File: config.mk
export PLATFORM = sky130hd
export DESIGN_NAME = tile_reg_bank
export DESIGN_NICKNAME = d
export VERILOG_FILES = /design/src/rtl/tile_reg_bank.sv
export SDC_FILE = /design/constraint.sdc
export NUM_CORES = 1
export LEC_CHECK = 0
export BUFFER_PORTS_ARGS = -buffer_cell sky130_fd_sc_hd__buf_2
export CAP_MARGIN = 20
export CORE_MARGIN = 2
export CORE_UTILIZATION = 30
export CTS_CLUSTER_SIZE = 28
export DETAILED_ROUTE_END_ITERATION = 8
export PLACE_DENSITY = 0.5
export SLEW_MARGIN = 20
export SYNTH_ARGS = -nofsm -noshare
export SYNTH_HDL_FRONTEND = slang
export SYNTH_SLANG_ARGS = --single-unit
File: constraint.sdc
create_clock -name clk -period 2 [get_ports clk]
set_input_delay 0.4 -clock clk [delete_from_list [all_inputs] [get_ports clk]]
set_output_delay 0.4 -clock clk [all_outputs]
set_load 0.05 [all_outputs]
File: src/rtl/tile_reg_bank.sv
// -----------------------------------------------------------------------------
// tile_reg_bank
//   Per-layer tile register bank for the tile renderer. The CPU writes a shadow
//   bank. On each frame start, an FSM copies shadow into the renderer-visible
//   active bank, one layer per cycle, so that register changes only take effect
//   between frames. The renderer gets a registered view of the active registers
//   of the selected layer.
//
//   Build option: TILE_REG_DOUBLE_BUFFER_EN
//     defined   - shadow bank + copy FSM (double buffered).
//     undefined - single bank. CPU writes and reads go to the active bank,
//                 busy is tied low, and swap_done is frame_start delayed by
//                 one cycle.
//
// Ports
//   clk, _reset          clock, asynchronous active-low reset
//   wr, wr_data, addr    CPU write ({layer, reg} address, one per cycle)
//   rd, rd_data, rd_valid
//                        CPU read. rd in cycle N gives rd_data/rd_valid in
//                        cycle N+1. rd_valid is simply rd delayed one cycle; it
//                        has no back-pressure. Out-of-range reads return 0
//                        with rd_valid=1.
//   frame_start          pulse requesting a shadow->active copy
//   busy, swap_done      copy in progress / single-cycle copy-finished pulse
//   layer_sel            renderer layer select
//   layer_regs           active registers of the selected layer (reg i at
//                        bits [(i+1)*DATA_WIDTH-1 : i*DATA_WIDTH])
//   layer_enabled        bit 0 of active reg 0 of the selected layer
// -----------------------------------------------------------------------------
module tile_reg_bank #(
    parameter int NUM_LAYERS = 4,
    parameter int NUM_REGS   = 8,
    parameter int DATA_WIDTH = 16,
    parameter int LAYER_BITS = 2,
    parameter int REG_BITS   = 3
) (
    input  logic                             clk,
    input  logic                             _reset,
    input  logic                             wr,
    input  logic                             rd,
    input  logic [LAYER_BITS+REG_BITS-1:0]   addr,
    input  logic [DATA_WIDTH-1:0]            wr_data,
    output logic [DATA_WIDTH-1:0]            rd_data,
    output logic                             rd_valid,
    input  logic                             frame_start,
    output logic                             busy,
    output logic                             swap_done,
    input  logic [LAYER_BITS-1:0]            layer_sel,
    output logic [NUM_REGS*DATA_WIDTH-1:0]   layer_regs,
    output logic                             layer_enabled
);

    logic [LAYER_BITS-1:0]          w_layer;
    logic [REG_BITS-1:0]            w_reg;
    logic                           w_in_range;
    logic                           w_wr_hit;
    logic                           w_sel_valid;
    logic [DATA_WIDTH-1:0]          w_rd_src;
    logic [DATA_WIDTH-1:0]          w_active_nxt [NUM_LAYERS][NUM_REGS];
    logic [NUM_REGS*DATA_WIDTH-1:0] w_view;

    logic [DATA_WIDTH-1:0]          r_active [NUM_LAYERS][NUM_REGS];
    logic [DATA_WIDTH-1:0]          r_rd_data;
    logic                           r_rd_valid;
    logic [NUM_REGS*DATA_WIDTH-1:0] r_layer_regs;
    logic                           r_layer_enabled;

    assign w_layer     = addr[LAYER_BITS+REG_BITS-1:REG_BITS];
    assign w_reg       = addr[REG_BITS-1:0];
    assign w_in_range  = (int'(w_layer) < NUM_LAYERS) && (int'(w_reg) < NUM_REGS);
    assign w_wr_hit    = wr && w_in_range;
    assign w_sel_valid = int'(layer_sel) < NUM_LAYERS;

`ifdef TILE_REG_DOUBLE_BUFFER_EN
    typedef enum logic [1:0] {ST_IDLE, ST_COPY, ST_DONE} state_t;

    state_t                r_state;
    logic [LAYER_BITS-1:0] r_k;
    logic                  r_pending;
    logic                  r_busy;
    logic                  r_swap_done;
    logic [DATA_WIDTH-1:0] r_shadow [NUM_LAYERS][NUM_REGS];

    // Copy FSM. busy/swap_done are registered alongside the state so that
    // busy mirrors COPY and swap_done mirrors DONE.
    always_ff @(posedge clk or negedge _reset) begin
        if (!_reset) begin
            r_state     <= ST_IDLE;
            r_k         <= '0;
            r_pending   <= 1'b0;
            r_busy      <= 1'b0;
            r_swap_done <= 1'b0;
        end else begin
            case (r_state)
                ST_IDLE: begin
                    r_swap_done <= 1'b0;
                    if (frame_start) begin
                        r_state <= ST_COPY;
                        r_k     <= '0;
                        r_busy  <= 1'b1;
                    end
                end
                ST_COPY: begin
                    if (frame_start) r_pending <= 1'b1;
                    if (int'(r_k) == NUM_LAYERS - 1) begin
                        r_state     <= ST_DONE;
                        r_busy      <= 1'b0;
                        r_swap_done <= 1'b1;
                    end else begin
                        r_k <= r_k + LAYER_BITS'(1);
                    end
                end
                ST_DONE: begin
                    r_swap_done <= 1'b0;
                    // A request pending from COPY, or one arriving right now,
                    // restarts the copy without passing through IDLE.
                    if (r_pending || frame_start) begin
                        r_pending <= 1'b0;
                        r_state   <= ST_COPY;
                        r_k       <= '0;
                        r_busy    <= 1'b1;
                    end else begin
                        r_state <= ST_IDLE;
                    end
                end
                default: r_state <= ST_IDLE;
            endcase
        end
    end

    always_ff @(posedge clk or negedge _reset) begin
        if (!_reset) begin
            for (int l = 0; l < NUM_LAYERS; l++)
                for (int r = 0; r < NUM_REGS; r++)
                    r_shadow[l][r] <= '0;
        end else if (w_wr_hit) begin
            r_shadow[w_layer][w_reg] <= wr_data;
        end
    end

    // Layer r_k is loaded from shadow while copying. A write hitting that
    // layer in the same cycle is forwarded so active matches the new shadow.
    always_comb begin
        for (int l = 0; l < NUM_LAYERS; l++) begin
            for (int r = 0; r < NUM_REGS; r++) begin
                w_active_nxt[l][r] = r_active[l][r];
                if (r_state == ST_COPY && r_k == LAYER_BITS'(l)) begin
                    if (w_wr_hit && w_layer == LAYER_BITS'(l) && w_reg == REG_BITS'(r))
                        w_active_nxt[l][r] = wr_data;
                    else
                        w_active_nxt[l][r] = r_shadow[l][r];
                end
            end
        end
    end

    assign w_rd_src  = w_in_range ? r_shadow[w_layer][w_reg] : '0;
    assign busy      = r_busy;
    assign swap_done = r_swap_done;
`else
    logic r_swap_done;

    always_ff @(posedge clk or negedge _reset) begin
        if (!_reset) r_swap_done <= 1'b0;
        else         r_swap_done <= frame_start;
    end

    always_comb begin
        for (int l = 0; l < NUM_LAYERS; l++) begin
            for (int r = 0; r < NUM_REGS; r++) begin
                w_active_nxt[l][r] = r_active[l][r];
                if (w_wr_hit && w_layer == LAYER_BITS'(l) && w_reg == REG_BITS'(r))
                    w_active_nxt[l][r] = wr_data;
            end
        end
    end

    assign w_rd_src  = w_in_range ? r_active[w_layer][w_reg] : '0;
    assign busy      = 1'b0;
    assign swap_done = r_swap_done;
`endif

    // The renderer view samples next-state active contents so a layer updated
    // at the end of cycle M is already visible in cycle M+1.
    always_comb begin
        w_view = '0;
        if (w_sel_valid) begin
            for (int r = 0; r < NUM_REGS; r++)
                w_view[r*DATA_WIDTH +: DATA_WIDTH] = w_active_nxt[layer_sel][r];
        end
    end

    always_ff @(posedge clk or negedge _reset) begin
        if (!_reset) begin
            for (int l = 0; l < NUM_LAYERS; l++)
                for (int r = 0; r < NUM_REGS; r++)
                    r_active[l][r] <= '0;
            r_rd_data       <= '0;
            r_rd_valid      <= 1'b0;
            r_layer_regs    <= '0;
            r_layer_enabled <= 1'b0;
        end else begin
            for (int l = 0; l < NUM_LAYERS; l++)
                for (int r = 0; r < NUM_REGS; r++)
                    r_active[l][r] <= w_active_nxt[l][r];
            // Read samples pre-write storage, so a same-cycle write is not seen.
            r_rd_valid      <= rd;
            r_rd_data       <= rd ? w_rd_src : '0;
            r_layer_regs    <= w_view;
            r_layer_enabled <= w_view[0];
        end
    end

    assign rd_data       = r_rd_data;
    assign rd_valid      = r_rd_valid;
    assign layer_regs    = r_layer_regs;
    assign layer_enabled = r_layer_enabled;

endmodule

==> out/metrics.cfg, run 1 <==
[sta]
fin_setup_tns_ns = 0
rsz0062_at_grt = no
post-route-period-util_pct = 98.7
fin_ws_ns = 0.0264
relSlewSlack_pct = 46.4
setup_violations = 0
clock.fmax_mhz = 507
fin_crit_ns = 1.97
hold_violations = 0
worst_pin_slew_ns = 0.803
skew_ns = 0.0254
final-max-slew-violation-count = 0

[synth]
synth_cell_types = 38
synth_nets = 1820
synth_top_cell_by_area = dfrtp_1
yosys_most_used_dff = dfrtp_1
synthArstFlopShare_pct = 100
yosysSeqAreaShare_pct = 54.6
ys_ff_latch = 658
syn_avg_cell_area_sq_um = 16.8
synth_top_area_share_pct = 54.6
synth_area_sq_um = 30200
synth_edf_count = 0
synth_warnings = 0
synthCells = 1792
synth.top_cells.by_area = dfrtp_1 55%, mux2_2 18%, mux4_2 17%

[die]
floorplan.initialDensity_pct = 30.2
die_h_um = 321
core_area_sq_um = 99900
die_area_sq_um = 103000
io_pins = 176
chipWidth_um = 321
num_rows = 116

[setup_path]
cp.required_ns = 2.44
rr_worst_depth = 5
r2r_end = rd_data[12]
critPathKind = reg2reg
cp-end-kind = flop
cp.arrival_ns = 2.42
ff2ff_setup_slack_ns = 0.03
crit_fanout = 2
critPathLaunchType = flop
rr_startpoint = r_active[44]

[cts]
worst_skew_pair.late_latency_ns = 0.63
htree_num_levels = 3
clock_sink_count = 658
cts_tree = built
cts.clk_slew.worst_paths_ns = 0.06
clockBufferDepth = 3
cts_made_buffers = 75
root_buffer = clkbuf_16

[worst_hold_path]
min_from = layer_sel[0]
min_path_cells = 2
hold_end = layer_regs[26]
hp-class = in2reg

[global_route]
grt_pass1_vias = 19900
grt_pass1_wl_mm = 136
antenna_found_initial = 7
grt_start_max_net_pins = 111
grt_remaining_overflow = 0
grt.total_usage_pct = 17.7

[final_layout]
area_delta_synth_final_pct = 23.0
nNetsFinal = 2102
drive_gt1_share_pct = 60.2
insertedDiodeCount = 0
nFillCells = 9269

[flow_run]
drv_cap = 0

[power_and_ir_drop]
p_int_mw = 29.0
powerDensity_nw_per_um2 = 1130
swShare_pct = 30.5
p_total_mw = 41.8
p_leak_nw = 16.7
switching_power_mw = 12.7
seqPwrFrac_pct = 41.5
ir_worst_vdd_mv = 0.548
pwr-share-clk_pct = 34.8
pwr-share-comb_pct = 23.7

[detailed_routing]
wire_per_inst_um = 26.4
drtIter0Drc = 1270
vias = 17800
ant_nets = 0
routed_wl_mm = 90.6
avgViaCountPerCell = 5.19
drc = 0
first_pass_iters = 5

[placement]
io_buffers = 174
gp_congestion = 0.771
pre_cts_ws_ns = -0.492
place_hpwl_mm = 62.4

[outcome]
status = finished clean

[routing by layer]
layer / vias to the layer above / share of wire (%) / global-route usage [%]
met1: 9749 / 44 / 23.9
met2: 431 / 49 / 28.9
met4: 10 / 2.5 / 5.25
met5: - / 0.064 / 0
met3: 141 / 4.5 / 3.41
li1: 7471 / - / -
[how the worst max path moves through the flow]
stage / end / start / slack (ns)
after floorplan: layer_regs[111] / addr[3] / -0.32
after global placement: rd_data[7] / addr[4] / -0.48
after detailed placement: layer_regs[77] / addr[2] / -0.49
after CTS: rd_data[2] / r_active[34] / 0.0003
after global routing: rd_data[8] / r_active[40] / 0.02
final: rd_data[12] / r_active[44] / 0.03
[critical path: stages (launching register included)]
cell and delay (ns):
dfrtp_1 0.37, mux4_2 0.50, a22o_1 0.29, a211oi_1 0.35, buf_4 0.20, a211oi_1 0.07
[per-stage QoR]
| step | instance area, sq um | utilization [%] | hold slack [ns] | cells |
|---|---|---|---|---|
| floorplan | 30300 | - | 0.104 | 1792 |
| finish | 37100 | 37.2 | 0.196 | 3430 |
| global placement | 34500 | 34.5 | 0.275 | 3292 |
| global route | 37100 | 37.2 | 0.185 | 3430 |
| detailed placement | 34500 | 34.5 | 0.279 | 3292 |
| CTS | 37100 | 37.1 | 0.159 | 3430 |
[synth_stat cells, drive strengths merged, types with 3 or more instances]
cell type  count
a22o          16
nand4b         3
o22ai         10
a311oi         6
buf           71
o221ai        16
dfrtp        658
nor2          14
mux4         224
mux2i         52
clkbuf        98
nand2         23
mux2         524
a22oi         16
a221oi         6
nor3           4
a211oi        36
[cell type report]
| class | count | area, sq um | area share [%] |
|---|---|---|---|
| sequential | 658 | 16500 | 44.4 |
| multi-input combinational | 964 | 13000 | 35.1 |
| timing repair buffer | 374 | 3380 | 9.11 |
| clock buffer | 103 | 2230 | 6.00 |
| tap | 1298 | 1620 | 4.38 |
| clock inverter | 32 | 382 | 1.03 |
| inverter | 1 | 3.75 | 0.0101 |
[registers in the layout (all words and copies together) (netlist names)]
signal,count
rd_valid,1
swap_done,1
layer_regs,128
rd_data,16
r_active,512
[power by group through the flow]
stage / combinational, mW / sequential [mW] / clock [mW]
6_report: 9.89 / 17.3 / 14.5
4_1_cts: 9.98 / 17.4 / 15.0
5_1_grt: 10.5 / 17.6 / 15.6
2_1_floorplan: 4.86 / 19.3 / 0
3_3_place_gp: 9.72 / 17.5 / 0
3_5_place_dp: 9.94 / 17.6 / 0
[cell families (layout without fill, tap and decap cells)]
| group | Yosys count | count (layout) | share of synthesized area, % |
|---|---|---|---|
| AND/OR/NAND/NOR | 57 | 57 | 1.43 |
| AO/OA/AOI/OAI | 106 | 106 | 2.78 |
| multiplexers | 800 | 800 | 38.5 |
| flip-flops | 658 | 658 | 54.6 |
| buffers and inverters | 170 | 510 | 2.70 |
| other | 1 | 1 | 0.0124 |
[layout by cell type (no fill, tap or decap), types with 10 or more instances in the layout]
cell	count
dfrtp_1	658
mux2_2	465
mux4_2	224
buf_2	169
buf_4	121
clkbuf_16	78
buf_12	77
mux2_4	59
mux2i_1	52
a211oi_1	34
clkbuf_8	19
clkinv_2	17
a22oi_1	16
a22o_1	16
o221ai_1	16
o22ai_1	10
[what timing repair did]
item,CTS,global route
setup buffers,0,0
setup endpoints to repair,0,2
hold buffers,3,0
resized for setup,0,2
endpoints found under the hold margin,156,0
Power figures use the tool's default switching activity.
==> inputs of run 2 (changes only) <==
- ABC_CLOCK_PERIOD_IN_PS: unset -> 2000
- CORE_UTILIZATION: 30 -> 50
- PLACE_DENSITY: 0.5 -> 0.72
==> out/metrics.cfg, run 2 (synthesis gave the netlist of run 1 again) <==
[outcome]
status = finished clean

[sta]
worst_pin_slew_ns = 0.725
skew_ns = 0.0219
fin_setup_tns_ns = 0
final-max-slew-violation-count = 0
setup_violations = 0
post-route-period-util_pct = 93.9
rsz0062_at_grt = no
hold_violations = 0
fin_crit_ns = 1.88
clock.fmax_mhz = 533
relSlewSlack_pct = 51.6

[die]
core_area_sq_um = 60000
num_rows = 90
die_area_sq_um = 62300
floorplan.initialDensity_pct = 50.3
io_pins = 176
chipWidth_um = 250
die_h_um = 250

[final_layout]
layout_commonest_cell = dfrtp_1
final_cell_mix = 658 x dfrtp_1, 465 x mux2_2, 224 x mux4_2
largest_reg_flops = 512
drive_gt1_share_pct = 59.2
nNetsFinal = 2090
area_delta_synth_final_pct = 19.0
top_register = r_active
nFillCells = 4448

[detailed_routing]
drtIter0Drc = 1178
wire_per_inst_um = 27.0
ant_nets = 0
routed_wl_mm = 78.0
drc = 0
first_pass_iters = 5
avgViaCountPerCell = 6.09
vias = 17600

[cts]
cts_resized = 0
clockBufferDepth = 3
root_buffer = clkbuf_16
cts_tree = built
clock_sink_count = 658
worst_skew_pair.late_latency_ns = 0.61
htree_num_levels = 3
cts.clk_slew.worst_paths_ns = 0.06
cts_made_buffers = 70

[placement]
io_buffers = 174
gp_congestion = 0.806
place_hpwl_mm = 54.2

[setup_path]
cp.required_ns = 2.42
cp-end-kind = flop
cp.arrival_ns = 2.30
critPathKind = reg2reg
critPathLaunchType = flop
crit_fanout = 2

[power_and_ir_drop]
powerDensity_nw_per_um2 = 1110
p_total_mw = 39.8
p_leak_nw = 16.4
ir_worst_vdd_mv = 0.674

[flow_run]
drv_cap = 0

[global_route]
grt_pass1_wl_mm = 121
grt_remaining_overflow = 0
grt.total_usage_pct = 25.7
grt_start_max_net_pins = 83
antenna_found_initial = 3
grt_pass1_vias = 19700

[worst_hold_path]
hp-class = in2async

[run 2: final timing paths]
path	start	to	slack, ns	cells after the start
max	r_active[40]	rd_data[8]	0.12	5
min	_reset	swap_done	0.28	2
max reg2reg	r_active[40]	rd_data[8]	0.12	5
min reg2reg	r_active[189]	r_active[189]	0.52	1
max in group asynchronous	_reset	r_active[193]	0.82	4
min in group clk	layer_sel[0]	layer_regs[43]	0.29	2
[run 2: repair_timing]
action	CTS	global route
buffers inserted	0	0
hold buffers	3	0
endpoints found under the hold margin	21	0
[run 2: power by group]
group / leakage (nW) / switching, mW / internal, mW
clock network: 1.09 / 5.23 / 7.50
registers: 8.42 / 1.45 / 16.0
logic: 6.91 / 5.31 / 4.31
total: 16.4 / 12.0 / 27.8
[run 2: stage by stage]
step,area (sq um),setup WS [ns],hold slack [ns],util [%],instances
finish,35900,0.123,0.282,59.8,2893
global route,35900,0.0396,0.286,59.8,2893
CTS,35900,0.127,0.260,59.8,2892
detailed placement,33600,-0.352,0.303,56.1,2769
global placement,33600,-0.331,0.295,56.1,2769
floorplan,30300,-0.323,0.104,-,1792
[run 2: layout make-up]
type	count	area [sq um]	share of cell area, %
Sequential cell	658	16500	45.9
Inverter	1	3.75	0.0105
Tap cell	782	978	2.72
Antenna cell	1	2.50	0.00697
Clock inverter	17	171	0.477
Multi-Input combinational cell	964	13000	36.2
Clock buffer	103	2060	5.73
Timing Repair Buffer	367	3230	8.99
[run 2: critical path, cell delays in order (launching register included)]
cell and delay, ns:
dfrtp_1 0.39, mux4_2 0.48, a22o_1 0.28, a211oi_1 0.28, buf_4 0.19, a211oi_1 0.08
[run 2: routing by layer]
metal / global-route usage (%) / vias up / routed length [um]
li1: - / 7419 / -
met1: 35.1 / 9619 / 33200
met2: 42.2 / 441 / 38900
met3: 3.64 / 134 / 3360
met4: 9.54 / 2 / 2540
met5: 0 / - / 14
==> inputs of run 3 (changes only) <==
- CORE_MARGIN: 2 -> 3
- CTS_BUF_LIST: unset -> sky130_fd_sc_hd__clkbuf_8
==> out/metrics.cfg, run 3 (synthesis gave the netlist of run 1 again) <==
[final_layout]
area_delta_synth_final_pct = 18.8
postLayoutCellArea_sq_um = 35900
multiInputGateArea_sq_um = 13000
top_register = r_active
finalNonFillerCells = 2954
largest_reg_flops = 512
nNetsFinal = 2122
seqCellArea_sq_um = 16500
nFillCells = 4384
drive_gt1_share_pct = 59.8
final_cell_mix = 658 x dfrtp_1, 465 x mux2_2, 224 x mux4_2
layout_commonest_cell = dfrtp_1

[cts]
clockBufferDepth = 3
cts.clk_slew.worst_paths_ns = 0.06
root_buffer = clkbuf_8
cts_tree = built
worst_skew_pair.late_latency_ns = 0.70
htree_num_levels = 3
cts_made_buffers = 107
clock_sink_count = 658
post_cts_buffers = 0

[sta]
setup_violations = 0
clock.fmax_mhz = 507
rsz0062_at_grt = no
relSlewSlack_pct = 53.5
fin_setup_tns_ns = 0
hold_violations = 0
skew_ns = 0.0264
final-max-slew-violation-count = 0
fin_crit_ns = 1.97
worst_pin_slew_ns = 0.698
post-route-period-util_pct = 98.7

[global_route]
antenna_found_initial = 9
grt.total_usage_pct = 24.9
grt_remaining_overflow = 0
grt_pass1_vias = 19800
grt_start_max_net_pins = 74
grt_pass1_wl_mm = 120

[setup_path]
rr_worst_depth = 5
crit_end = rd_data[9]
cp.required_ns = 2.50
r2r_end = rd_data[9]
crit_fanout = 2
cp.arrival_ns = 2.48
rr_startpoint = r_active[41]
critPathLaunchType = flop
crit_start = r_active[41]
critPathKind = reg2reg
cp-end-kind = flop
ff2ff_setup_slack_ns = 0.03

[die]
core_area_sq_um = 59400
die_h_um = 252
num_rows = 89
io_pins = 176
chipWidth_um = 252
floorplan.initialDensity_pct = 50.8
die_area_sq_um = 63300

[detailed_routing]
drc = 0
avgViaCountPerCell = 6.06
routed_wl_mm = 77.5
vias = 17900
drtIter0Drc = 1158
first_pass_iters = 5
wire_per_inst_um = 26.2
ant_nets = 0

[power_and_ir_drop]
powerDensity_nw_per_um2 = 1080
p_leak_nw = 16.6
ir_worst_vdd_mv = 0.577

[placement]
io_buffers = 174
placed_cells = 2755
gp_congestion = 0.811
placed_cell_area_sq_um = 33600
place_hpwl_mm = 53.0

[worst_hold_path]
hp-class = in2reg

[flow_run]
drv_cap = 0

[outcome]
status = finished clean

==> run 3: timing repair <==
action | in CTS | in global routing
hold endpoints to repair | 248 | 0
endpoints found under the setup margin | 0 | 1
hold buffers | 3 | 0
gates resized for setup | 0 | 1
==> run 3: worst min path at each step <==
stage	from	endpoint	slack [ns]	cells past startpoint
3_3_place_gp	_reset	layer_regs[32]	0.32	1
4_1_cts	layer_sel[0]	layer_regs[120]	0.04	2
6_report	layer_sel[0]	layer_regs[120]	0.11	2
5_1_grt	layer_sel[0]	layer_regs[122]	0.08	2
2_1_floorplan	_reset	layer_regs[0]	0.10	0
3_5_place_dp	_reset	layer_regs[32]	0.33	1
==> run 3: area by class of cell <==
class | count | area share [%]
Antenna cell | 6 | 0.0419
Timing Repair Buffer | 362 | 8.90
Sequential cell | 658 | 45.9
Clock buffer | 144 | 5.53
Clock inverter | 46 | 0.618
Inverter | 1 | 0.0105
Multi-Input combinational cell | 964 | 36.3
Tap cell | 773 | 2.70
==> run 3: critical path, stage by stage, from the launching register on <==
cell and delay, ns:
dfrtp_1 0.38, mux4_2 0.47, a22o_1 0.28, a211oi_1 0.40, buf_4 0.20, a311oi_1 0.08
==> run 3: power by group <==
group	internal, mW	switching, mW	leakage (nW)
combinational	4.31	5.36	6.90
sequential	16.0	1.36	8.42
clock	6.49	5.30	1.26
total	26.8	12.0	16.6
==> run 3: per-layer routing <==
| metal | global-route usage [%] | share of wire, % | routed length, um | vias to the layer above |
|---|---|---|---|---|
| met3 | 4.23 | 4.7 | 3680 | 108 |
| met4 | 8.55 | 2.4 | 1860 | 0 |
| li1 | - | - | - | 7518 |
| met5 | 0 | 0 | 0 | - |
| met2 | 40.9 | 50 | 38800 | 527 |
| met1 | 34.2 | 43 | 33200 | 9743 |
==> run 3: per-stage QoR <==
stage	setup WS [ns]	power [mW]	utilization [%]	hold slack [ns]
2_1_floorplan	-0.323	24.2	-	0.104
5_1_grt	0.0566	40.5	60.4	0.0830
4_1_cts	0.0581	39.1	60.4	0.0438
3_3_place_gp	-0.474	26.8	56.6	0.322
6_report	0.0269	38.8	60.4	0.109
3_5_place_dp	-0.485	27.2	56.6	0.330
